--- src/rtl/hazard_stall_controller.sv ---
// Purpose : ID-stage hazard controller: load-use, mul/div-busy stalls, branch flush, stall counter.
// Latency : outputs combinational from state + inputs (zero-cycle stall); state updates on clk rise.
// Backpr. : stalls by dropping PC_write/IF_ID_write and bubbling ID/EX; branch flush overrides any stall.
//
// Ports:
//   clk, rst_n                      clock, async active-low reset
//   mem_read_ID_EX, rt_ID_EX        load in EX and its destination register
//   rs_IF_ID, rt_IF_ID              source registers of the ID instruction
//   uses_rs_IF_ID, uses_rt_IF_ID    which sources the ID instruction actually reads
//   md_busy, md_dep_IF_ID           mul/div unit busy / ID instruction depends on it
//   branch_taken_EX                 taken branch/jump resolved in EX
//   stat_clr                        synchronous clear of stall_cycles
//   PC_write, IF_ID_write           1 = PC / IF/ID register update
//   mux_ctrl_signal_sel             1 = pass control, 0 = bubble into ID/EX
//   if_id_flush                     1 = clear IF/ID to NOP
//   stall_state                     0 RUN, 1 LD_STALL, 2 MD_WAIT
//   stall_cycles                    saturating count of cycles with PC_write = 0
module hazard_stall_controller #(
    parameter int REG_ADDR_W      = 5,
    parameter int LOAD_USE_STALLS = 1,
    parameter int CNT_W           = 16
) (
    input  logic                  clk,
    input  logic                  rst_n,
    input  logic                  mem_read_ID_EX,
    input  logic [REG_ADDR_W-1:0] rt_ID_EX,
    input  logic [REG_ADDR_W-1:0] rs_IF_ID,
    input  logic [REG_ADDR_W-1:0] rt_IF_ID,
    input  logic                  uses_rs_IF_ID,
    input  logic                  uses_rt_IF_ID,
    input  logic                  md_busy,
    input  logic                  md_dep_IF_ID,
    input  logic                  branch_taken_EX,
    input  logic                  stat_clr,
    output logic                  PC_write,
    output logic                  IF_ID_write,
    output logic                  mux_ctrl_signal_sel,
    output logic                  if_id_flush,
    output logic [1:0]            stall_state,
    output logic [CNT_W-1:0]      stall_cycles
);

    typedef enum logic [1:0] {
        RUN      = 2'd0,
        LD_STALL = 2'd1,
        MD_WAIT  = 2'd2
    } state_t;

    // The detection cycle is the first bubble, so LD_STALL counts the remaining
    // LOAD_USE_STALLS-1 bubbles down from LOAD_USE_STALLS-2 to 0.
    localparam logic [2:0] LD_INIT = (LOAD_USE_STALLS > 1) ? 3'(LOAD_USE_STALLS - 2) : 3'd0;
    localparam logic [CNT_W-1:0] CNT_MAX = {CNT_W{1'b1}};

    state_t     state, state_nxt;
    logic [2:0] bubble_cnt, bubble_cnt_nxt;
    logic       ld_haz, md_haz;

    // Register 0 is hard-wired, so a load targeting it never creates a hazard.
    assign ld_haz = mem_read_ID_EX && (rt_ID_EX != '0) &&
                    ((uses_rs_IF_ID && (rs_IF_ID == rt_ID_EX)) ||
                     (uses_rt_IF_ID && (rt_IF_ID == rt_ID_EX)));
    assign md_haz = md_busy && md_dep_IF_ID;

    always_comb begin
        state_nxt           = state;
        bubble_cnt_nxt      = bubble_cnt;
        PC_write            = 1'b1;
        IF_ID_write         = 1'b1;
        mux_ctrl_signal_sel = 1'b1;
        if_id_flush         = 1'b0;

        if (branch_taken_EX) begin
            // Wrong-path instructions in IF/ID and ID are discarded; fetch redirects.
            if_id_flush         = 1'b1;
            mux_ctrl_signal_sel = 1'b0;
            state_nxt           = RUN;
            bubble_cnt_nxt      = 3'd0;
        end else begin
            case (state)
                LD_STALL: begin
                    PC_write            = 1'b0;
                    IF_ID_write         = 1'b0;
                    mux_ctrl_signal_sel = 1'b0;
                    if (bubble_cnt == 3'd0) begin
                        state_nxt = RUN;
                    end else begin
                        bubble_cnt_nxt = bubble_cnt - 3'd1;
                    end
                end
                MD_WAIT: begin
                    if (md_busy) begin
                        PC_write            = 1'b0;
                        IF_ID_write         = 1'b0;
                        mux_ctrl_signal_sel = 1'b0;
                    end else begin
                        state_nxt = RUN;
                    end
                end
                RUN: begin
                    if (ld_haz || md_haz) begin
                        PC_write            = 1'b0;
                        IF_ID_write         = 1'b0;
                        mux_ctrl_signal_sel = 1'b0;
                    end
                    // md_busy is high whenever md_haz is, so a combined hazard
                    // waits out the mul/div unit first; MD_WAIT releases on md_busy low.
                    if (md_haz) begin
                        state_nxt = MD_WAIT;
                    end else if (ld_haz && (LOAD_USE_STALLS > 1)) begin
                        state_nxt      = LD_STALL;
                        bubble_cnt_nxt = LD_INIT;
                    end
                end
                default: begin
                    state_nxt      = RUN;
                    bubble_cnt_nxt = 3'd0;
                end
            endcase
        end

        // Reset forces pass-through regardless of the hazard inputs.
        if (!rst_n) begin
            PC_write            = 1'b1;
            IF_ID_write         = 1'b1;
            mux_ctrl_signal_sel = 1'b1;
            if_id_flush         = 1'b0;
        end
    end

    always_ff @(posedge clk or negedge rst_n) begin
        if (!rst_n) begin
            state      <= RUN;
            bubble_cnt <= 3'd0;
        end else begin
            state      <= state_nxt;
            bubble_cnt <= bubble_cnt_nxt;
        end
    end

    // Clear has priority over counting; the counter sticks at all-ones.
    always_ff @(posedge clk or negedge rst_n) begin
        if (!rst_n) begin
            stall_cycles <= '0;
        end else if (stat_clr) begin
            stall_cycles <= '0;
        end else if (!PC_write && (stall_cycles != CNT_MAX)) begin
            stall_cycles <= stall_cycles + 1'b1;
        end
    end

    assign stall_state = state;

endmodule

--- config.mk ---
export PLATFORM = sky130hd
export DESIGN_NAME = hazard_stall_controller
export DESIGN_NICKNAME = d
export VERILOG_FILES = /design/src/rtl/hazard_stall_controller.sv
export SDC_FILE = /design/constraint.sdc
export NUM_CORES = 1
export LEC_CHECK = 0
export BUFFER_PORTS_ARGS = -buffer_cell sky130_fd_sc_hd__buf_4
export CAP_MARGIN = 25
export CORE_ASPECT_RATIO = 1.1
export CORE_MARGIN = 8
export CORE_UTILIZATION = 50
export CTS_CLUSTER_SIZE = 10
export DETAILED_ROUTE_END_ITERATION = 7
export GPL_ROUTABILITY_DRIVEN = 0
export HOLD_SLACK_MARGIN = 0.12
export PLACE_DENSITY = 0.82
export SETUP_SLACK_MARGIN = 0.3
export SYNTH_ARGS = -nofsm -noshare
export SYNTH_HDL_FRONTEND = slang
export SYNTH_SLANG_ARGS = --single-unit
--- constraint.sdc ---
create_clock -name clk -period 4.91 [get_ports clk]
set_clock_uncertainty 0.1 [all_clocks]
set_input_delay 0.491 -clock clk [delete_from_list [all_inputs] [get_ports clk]]
set_output_delay 0.491 -clock clk [all_outputs]
set_load 0.05 [all_outputs]
==> flow_summary.json, run 1 <==
{
  "status": "finished, final reports clean",
  "max_freq_mhz": 363.7,
  "vias": 1185,
  "p_leak_uw": 0.0006736,
  "nNetsFinal": 200,
  "start_kind": "primary input",
  "drv_cap": 0,
  "dpl.hpwl_um": 2528,
  "path_buf_inv": 3,
  "grt_pass1_vias": 1167,
  "ys_types": 37,
  "async_reset_ff_share_pct": 100.0,
  "place_inst": 199,
  "tightest_slew_ns": 0.6240,
  "worstPathRequired_ns": 5.03,
  "area_growth_pct": 32.14,
  "synth_xor_area_share_pct": 9.121,
  "clockBufferDepth": 2,
  "synth_top_family_by_area": "simple AND/OR/NAND/NOR gates",
  "peakVddDrop_mv": 0.1411,
  "drive_above_1_share_pct": 29.89,
  "hp-class": "primary input to flip-flop",
  "cts_root_buf": "clkbuf_4",
  "syn_nets": 155,
  "cts_setup_buffers": 0,
  "yosys.area_share.simple_pct": 27.69,
  "clock_sinks": 17,
  "grt_start_max_net_pins": 21,
  "yosysSeqAreaShare_pct": 36.92,
  "track_usage_pct": 16.75,
  "netlist_area_um2": 1152,
  "yosys_warnings": 0,
  "hold_viol_final": 0,
  "port_buffers": 44,
  "wirelength_um": 3236,
  "die_y_um": 66.35,
  "ant_nets": 0,
  "dieArea_um2": 4099,
  "powerDensity_nw_per_um2": 180.2,
  "ys_ff_latch": 17,
  "drt-pass1-iter-count": 4,
  "finalCritPeriodShare_pct": 56.00,
  "finalCriticalPeriod_ns": 2.750,
  "critPathKind": "primary input to flip-flop",
  "met1_length_um": 1296,
  "insertion_delay_ns": 0.29,
  "arrival_ns": 2.87,
  "die_w_um": 61.78,
  "crit_slowest_cell": "or4_1",
  "synthesis.instances": 130,
  "layout_commonest_cell": "buf_4",
  "io-pin-count": 46,
  "drc": 0,
  "synth_fa_ha_area_share_pct": 1.086,
  "synth-compound-area-share_pct": 18.78,
  "synth_edf_count": 0,
  "final_cell_mix": "buf_4 (44), dfrtp_1 (17), o21ai_0 (11), a21oi_1 (11)",
  "rsz0062_at_grt": "no",
  "synth.avg_cell_area_um2": 8.864,
  "crit_path_cell_trace": "dlygate4sd3_1 -> buf_4 -> nor2b_1 -> inv_1 -> a311oi_1 -> a21oi_2 -> or4_1 -> a21oi_1",
  "cp_max_fo": 20,
  "synth_mux_area_share_pct": 1.846,
  "ys.flop_type": "dfrtp_1",
  "initial_utilization_pct": 52.21,
  "setup_viol": 0,
  "diodes": 0,
  "drtIter0Drc": 32,
  "end_kind": "flip-flop",
  "numCtsBuffers": 3,
  "cts_tree": "built",
  "htreeDepth": 1,
  "wl_met3_um": 223,
  "slew_viol_final": 0,
  "crit_family": "buffers and inverters",
  "stdcell_count": 204,
  "wl_per_cell_um": 15.86,
  "cts.clk_slew.worst_paths_ns": 0.10,
  "viasPerCell": 5.809,
  "top_layer": "met4",
  "worst_path_largest_cell_delay_ns": 0.53,
  "fin_util_pct": 68.99,
  "grt_pass1_wl_um": 5299,
  "route.met2.wl_um": 1668,
  "maxSlewHeadroom_pct": 58.40,
  "setup_tns_ns": 0,
  "globalRoute.totalOverflow": 0,
  "core_region_area_um2": 2207,
  "antenna_found_initial": 0,
  "num_rows": 18
}
[cell usage after synthesis, drive strengths merged, types with 4 or more instances]
master  instances  share of area, %
nor2            8               2.6
nand2          10               3.3
xnor2          10               7.6
inv             4               1.3
o21ai          11               4.8
buf             4               2.6
dfrtp          17                37
nand4           9               6.2
a21oi          13               6.3
a311oi          4               3.0
or3             9               4.9
[power breakdown]
group	switching [µW]	internal [µW]
sequential	0.967	141
combinational	30.6	25.2
clock	45.3	31.5
[through the flow]
step | hold slack (ns) | power, µW | worst slack (ns) | cell area (µm²)
final | 0.2655 | 274.4 | 2.160 | 1523
after global routing | 0.2727 | 284.8 | 1.901 | 1523
after CTS | 0.2686 | 276.0 | 2.139 | 1523
after detailed placement | 0.2722 | 200.0 | 2.387 | 1486
after global placement | 0.2716 | 198.3 | 2.469 | 1486
after floorplan | 0.09541 | 174.4 | 2.083 | 1152
[metal layers]
| layer | up-vias | track usage [%] |
|---|---|---|
| met5 | - | 0 |
| met4 | 0 | 4.274 |
| met3 | 6 | 3.113 |
| met2 | 38 | 29.92 |
| met1 | 575 | 19.48 |
| li1 | 566 | - |
[sequential cells by signal (all words and copies together), names as in the netlist]
| signal | count |
|---|---|
| stall_cycles | 16 |
| stall_state | 1 |
[final timing paths]
| kind | start | endpoint | slack, ns | cells past startpoint |
|---|---|---|---|---|
| max | rst_n | stall_cycles[11] | 2.16 | 8 |
| min | branch_taken_EX | stall_state[1] | 0.27 | 2 |
| max reg2reg | stall_cycles[0] | stall_cycles[7] | 2.39 | 7 |
| min reg2reg | stall_cycles[6] | stall_cycles[6] | 0.49 | 2 |
| max in group asynchronous | rst_n | stall_cycles[6] | 4.03 | 2 |
| min in group asynchronous | rst_n | stall_cycles[5] | 0.49 | 2 |
[area by class of cell]
class / count / area [µm²]
multi-input combinational: 104 / 678.2
clock buffer: 4 / 26.28
fill: 197 / 684.4
inverter: 4 / 15.01
tap: 30 / 37.54
timing repair buffer: 45 / 340.3
sequential: 17 / 425.4
[cell families (layout without fill, tap and decap cells)]
| group | Yosys count | count (layout) |
|---|---|---|
| AO/OA/AOI/OAI | 35 | 35 |
| XOR/XNOR | 12 | 12 |
| adder cells (fa/ha/maj) | 1 | 1 |
| buffers and inverters | 9 | 53 |
| flip-flops | 17 | 17 |
| multiplexers | 2 | 2 |
| other | 1 | 1 |
| AND/OR/NAND/NOR | 53 | 53 |
[worst reg2reg max path, stage by stage (launching register included)]
cell      delay, ns
dfrtp_1        0.43
ha_1           0.25
nand4_1        0.20
nor4_4         0.28
a311oi_1       0.16
a21oi_2        0.52
nor3_1         0.12
mux2_1         0.33
[timing repair]
| action | 4_1_cts | 5_1_grt |
|---|---|---|
| resized for setup | 0 | 0 |
| setup endpoints to repair | 0 | 0 |
| hold buffers | 1 | 0 |
| endpoints found under the hold margin | 17 | 0 |
No activity file was read; power rests on OpenSTA's default activity.
==> run 2: changes to the inputs <==
--- a/config.mk
+++ b/config.mk
@@ -9,12 +9,12 @@
 export CAP_MARGIN = 25
 export CORE_ASPECT_RATIO = 1.1
 export CORE_MARGIN = 8
-export CORE_UTILIZATION = 50
+export CORE_UTILIZATION = 43
 export CTS_CLUSTER_SIZE = 10
 export DETAILED_ROUTE_END_ITERATION = 7
 export GPL_ROUTABILITY_DRIVEN = 0
 export HOLD_SLACK_MARGIN = 0.12
-export PLACE_DENSITY = 0.82
+export PLACE_DENSITY = 0.75
 export SETUP_SLACK_MARGIN = 0.3
 export SYNTH_ARGS = -nofsm -noshare
 export SYNTH_HDL_FRONTEND = slang
==> constraint.sdc (replaced) <==
create_clock -name clk -period 2.45 [get_ports clk]
set_clock_uncertainty 0.1 [all_clocks]
set_input_delay 0.245 -clock clk [delete_from_list [all_inputs] [get_ports clk]]
set_output_delay 0.245 -clock clk [all_outputs]
set_load 0.05 [all_outputs]
==> flow_summary.json, run 2 (same netlist as run 1, synthesis figures left out) <==
{
  "status": "finished, final reports clean",
  "grt_start_max_net_pins": 20,
  "max_freq_mhz": 459.2,
  "vias": 1205,
  "worst_path_largest_cell_delay_ns": 0.44,
  "drive_above_1_share_pct": 42.54,
  "peakVddDrop_mv": 0.4131,
  "final_cell_mix": "buf_4 (49), dfrtp_2 (14)",
  "wl_per_cell_um": 15.84,
  "clockBufferDepth": 2,
  "top_register": "stall_cycles",
  "setup_viol": 0,
  "cts_root_buf": "clkbuf_4",
  "busiest_layer": "met2",
  "cp_max_fo": 10,
  "largest_reg_flops": 16,
  "nFillCells": 225,
  "area_growth_pct": 43.00,
  "setup_tns_ns": 0,
  "num_rows": 19,
  "start_kind": "flip-flop",
  "insertion_delay_ns": 0.30,
  "drtIter0Drc": 50,
  "layout_commonest_cell": "buf_4",
  "whs_ns": 0.1203,
  "crit_slowest_cell": "dfrtp_2",
  "finalCritPeriodShare_pct": 88.89,
  "powerDensity_nw_per_um2": 340.8,
  "rsz0062_at_grt": "yes",
  "fin_util_pct": 65.39,
  "port_buffers": 44,
  "cts_tree": "built",
  "slew_viol_final": 0,
  "initial_utilization_pct": 45.73,
  "antenna_found_initial": 0,
  "core_region_area_um2": 2520,
  "numCtsBuffers": 3,
  "drc": 0,
  "cts.clk_slew.worst_paths_ns": 0.09,
  "gr-usage-met1_pct": 14.39,
  "htreeDepth": 1,
  "drv_cap": 0,
  "hp-class": "primary input to flip-flop",
  "arrival_ns": 2.31,
  "viasPerCell": 5.684,
  "track_usage_pct": 14.25,
  "worstPathRequired_ns": 2.58,
  "clock_sinks": 17,
  "die_y_um": 70.30,
  "dpl.hpwl_um": 2483,
  "hold_viol_final": 0,
  "drt-pass1-iter-count": 4,
  "ant_nets": 0,
  "wirelength_um": 3359,
  "diodes": 0,
  "globalRoute.totalOverflow": 0,
  "nNetsFinal": 207,
  "die_w_um": 65.36,
  "seqCellArea_um2": 442.9,
  "dieArea_um2": 4594,
  "finalCriticalPeriod_ns": 2.178,
  "globalRouteMet2Util_pct": 25.30,
  "grt_pass1_wl_um": 5361,
  "critPathKind": "flip-flop to flip-flop",
  "io-pin-count": 46,
  "multi_input_area_um2": 716.9,
  "crit_path_cell_trace": "ha_4 -> nand4_1 -> nor4_4 -> a311oi_2 -> a21oi_4 -> buf_12 -> or3_1 -> a21oi_2",
  "end_kind": "flip-flop",
  "grt_pass1_vias": 1204,
  "use_met3_pct": 4.944,
  "p_leak_uw": 0.0006918
}
==> run 2: cell count changes in the layout (fill, tap and decap cells not counted), sizes merged <==
cell / delta
dlygate4sd3: +1
buf: +6
==> run 2: power breakdown <==
group	switching [µW]	leakage (µW)	total (µW)	internal, µW
sequential	1.75	0.000214	284	282
combinational	65.6	0.000463	123	57.0
clock	91.3	0.0000150	155	63.6
total	159	0.000692	562	403
==> run 2: cell type report <==
type	instances	share of cell area (%)
tap	31	2.354
timing repair buffer	52	24.75
inverter	4	0.9112
sequential	17	26.88
multi-input combinational	104	43.51
clock buffer	4	1.595
==> run 2: timing repair <==
action | in CTS | in global routing
gates resized for setup | 4 | 0
setup endpoints to repair | 10 | 14
hold buffers | 2 | 0
hold endpoints to repair | 18 | 0
pin swaps | 3 | 3
buffers inserted | 3 | 2
==> run 2: layer usage <==
metal  routed length [µm]  up-vias
met5                    0        -
met2                 1736       33
met1                 1327      585
met4                   48        0
li1                     -      582
met3                  247        5
==> run 2: through the flow <==
step	cells	instance area, µm²	power [µW]	setup WS [ns]
6_report	212	1648	561.5	0.2723
2_1_floorplan	130	1189	351.1	0.2984
3_5_place_dp	201	1531	403.8	0.06857
5_1_grt	212	1648	582.2	0.1832
3_3_place_gp	201	1531	401.3	0.1697
4_1_cts	210	1633	564.2	0.2859
==> run 2: final timing paths <==
kind / cells after the start / to / startpoint / slack [ns]
setup reg to reg: 8 / stall_cycles[3] / stall_cycles[0] / 0.27
max in group asynchronous: 3 / stall_cycles[12] / rst_n / 1.67
hold reg to reg: 2 / stall_cycles[10] / stall_cycles[10] / 0.49
min in group asynchronous: 3 / stall_cycles[8] / rst_n / 0.36
setup / recovery: 8 / stall_cycles[3] / stall_cycles[0] / 0.27
hold / removal: 2 / stall_cycles[3] / stat_clr / 0.12
==> run 2: critical path, delay by kind of cell (launching register included) <==
family | cells | cell delay [ns]
AND/OR/NAND/NOR | 3 | 0.60
adder cells (fa/ha/maj) | 1 | 0.17
flip-flops | 1 | 0.44
buffers and inverters | 1 | 0.18
AO/OA/AOI/OAI | 3 | 0.63
==> run 3: changes to the inputs <==
--- a/config.mk
+++ b/config.mk
@@ -8,13 +8,14 @@
 export BUFFER_PORTS_ARGS = -buffer_cell sky130_fd_sc_hd__buf_4
 export CAP_MARGIN = 25
 export CORE_ASPECT_RATIO = 1.1
-export CORE_MARGIN = 8
+export CORE_MARGIN = 1.5
 export CORE_UTILIZATION = 43
 export CTS_CLUSTER_SIZE = 10
 export DETAILED_ROUTE_END_ITERATION = 7
 export GPL_ROUTABILITY_DRIVEN = 0
 export HOLD_SLACK_MARGIN = 0.12
 export PLACE_DENSITY = 0.75
+export RECOVER_POWER = 100
 export SETUP_SLACK_MARGIN = 0.3
 export SYNTH_ARGS = -nofsm -noshare
 export SYNTH_HDL_FRONTEND = slang
==> flow_summary.json, run 3 (same netlist as run 1, synthesis figures left out) <==
{
  "nNetsFinal": 209,
  "hp-class": "primary input to flip-flop",
  "fin_util_pct": 61.62,
  "numCtsBuffers": 3,
  "fin_ws_ns": 0.2639,
  "worstPathRequired_ns": 2.58,
  "crit_slowest_cell": "or4_1",
  "clock_sinks": 17,
  "final_cell_mix": "buf_4 (33), clkbuf_1 (19)",
  "rrSetupSlack_ns": 0.26,
  "die_y_um": 57.30,
  "hp-start": "stat_clr",
  "cts_root_buf": "clkbuf_4",
  "hold_viol_final": 0,
  "p_sw_share_pct": 28.05,
  "die_w_um": 52.36,
  "dieArea_um2": 3000,
  "worst_path_largest_cell_delay_ns": 0.54,
  "io-pin-count": 46,
  "cts_tree": "built",
  "largest_reg_flops": 16,
  "critPathKind": "flip-flop to flip-flop",
  "diodes": 0,
  "insertion_delay_ns": 0.29,
  "pre_cts_ws_ns": 0.2732,
  "drv_cap": 0,
  "maxSlewHeadroom_pct": 59.59,
  "p_clk_share_pct": 27.7,
  "whs_path_depth": 2,
  "max_freq_mhz": 457.4,
  "end_kind": "flip-flop",
  "slew_viol_final": 0,
  "grt_pass1_vias": 1129,
  "drive_above_1_share_pct": 28.96,
  "initial_utilization_pct": 45.73,
  "layout_commonest_cell": "buf_4",
  "rsz0062_at_grt": "yes",
  "crit_path_cell_trace": "ha_1 -> nand4_1 -> nor4_4 -> a311oi_1 -> a21oi_2 -> or4_1 -> a21oi_2",
  "setup_viol": 0,
  "track_usage_pct": 20.81,
  "worstReg2RegEnd": "stall_cycles[8]",
  "cp_max_fo": 6,
  "cts.clk_slew.worst_paths_ns": 0.10,
  "vias": 1174,
  "start_kind": "flip-flop",
  "tightest_slew_ns": 0.6087,
  "peakVddDrop_mv": 0.3830,
  "place_inst": 202,
  "clockBufferDepth": 2,
  "grt_pass1_wl_um": 4726,
  "p_int_uw": 396.6,
  "finalCritPeriodShare_pct": 89.23,
  "setup_tns_ns": 0,
  "finalCriticalPeriod_ns": 2.186,
  "timing.rr.start": "stall_cycles[1]",
  "whs_ns": 0.1255,
  "stdcell_count": 214,
  "reg2reg_depth": 7,
  "num_rows": 19,
  "grt_start_max_net_pins": 20,
  "combPwrFrac_pct": 20.9,
  "port_buffers": 44,
  "ant_nets": 0,
  "drtIter0Drc": 32,
  "top_register": "stall_cycles",
  "globalRoute.totalOverflow": 0,
  "drc": 0,
  "status": "finished, final reports clean",
  "wirelength_um": 2966,
  "wl_per_cell_um": 13.86,
  "arrival_ns": 2.32,
  "path_common_cell": "a21oi_2",
  "drt-pass1-iter-count": 4,
  "antenna_found_initial": 0,
  "holdPathEnd": "stall_cycles[8]",
  "viasPerCell": 5.486,
  "powerDensity_nw_per_um2": 355.1,
  "p_leak_uw": 0.0006363,
  "p_seq_share_pct": 51.4,
  "p_switching_uw": 154.7,
  "dpl.hpwl_um": 2189,
  "core_region_area_um2": 2520,
  "area_growth_pct": 34.74,
  "htreeDepth": 1
}
## run 3: how the worst max path moves through the flow
stage	startpoint	end
after detailed placement	stall_cycles[0]	stall_cycles[5]
final	stall_cycles[1]	stall_cycles[8]
after floorplan	stall_cycles[0]	stall_cycles[9]
after global placement	stall_cycles[0]	stall_cycles[15]
after CTS	stall_cycles[0]	stall_cycles[5]
after global routing	stall_cycles[0]	stall_cycles[5]
## run 3: cell type report
type / count / area, µm²
timing repair buffer: 54 / 346.6
clock buffer: 4 / 26.28
fill: 254 / 967.2
tap: 31 / 38.79
sequential: 17 / 435.4
inverter: 4 / 15.01
multi-input combinational: 104 / 690.7
## run 3: timing repair
action / CTS / global route
cloned: 0 / 0
gates resized for setup: 1 / 3
endpoints found under the setup margin: 5 / 15
buffers inserted: 2 / 4
hold buffers: 2 / 0
hold endpoints to repair: 18 / 0
pin swaps: 0 / 6
## run 3: per-stage QoR
stage | area (µm²) | total power, µW
after global placement | 1539 | 401.9
final | 1553 | 551.3
after global routing | 1553 | 571.7
after detailed placement | 1539 | 404.6
after CTS | 1607 | 561.9
after floorplan | 1189 | 351.1
## run 3: layer usage
| layer | global-route usage, % | vias to the layer above | wire [µm] |
|---|---|---|---|
| met1 | 23.38 | 544 | 1189 |
| met2 | 38.93 | 37 | 1562 |
| met5 | 0 | - | 0 |
| met3 | 2.356 | 7 | 155 |
| li1 | - | 586 | - |
| met4 | 8.059 | 0 | 58 |
## run 3: power groups by stage
stage	Sequential, µW	Clock (µW)	Combinational (µW)
after floorplan	296	0	55.2
after global placement	290	0	112
after detailed placement	290	0	114
after CTS	284	158	120
after global routing	284	164	124
final	284	153	115
## run 3: worst max-delay path, delay by kind of cell, from the launching register on
kind | cells | cell delay, ns
AO/OA/AOI/OAI | 3 | 0.62
adder cells (fa/ha/maj) | 1 | 0.20
flip-flops | 1 | 0.43
AND/OR/NAND/NOR | 3 | 0.78
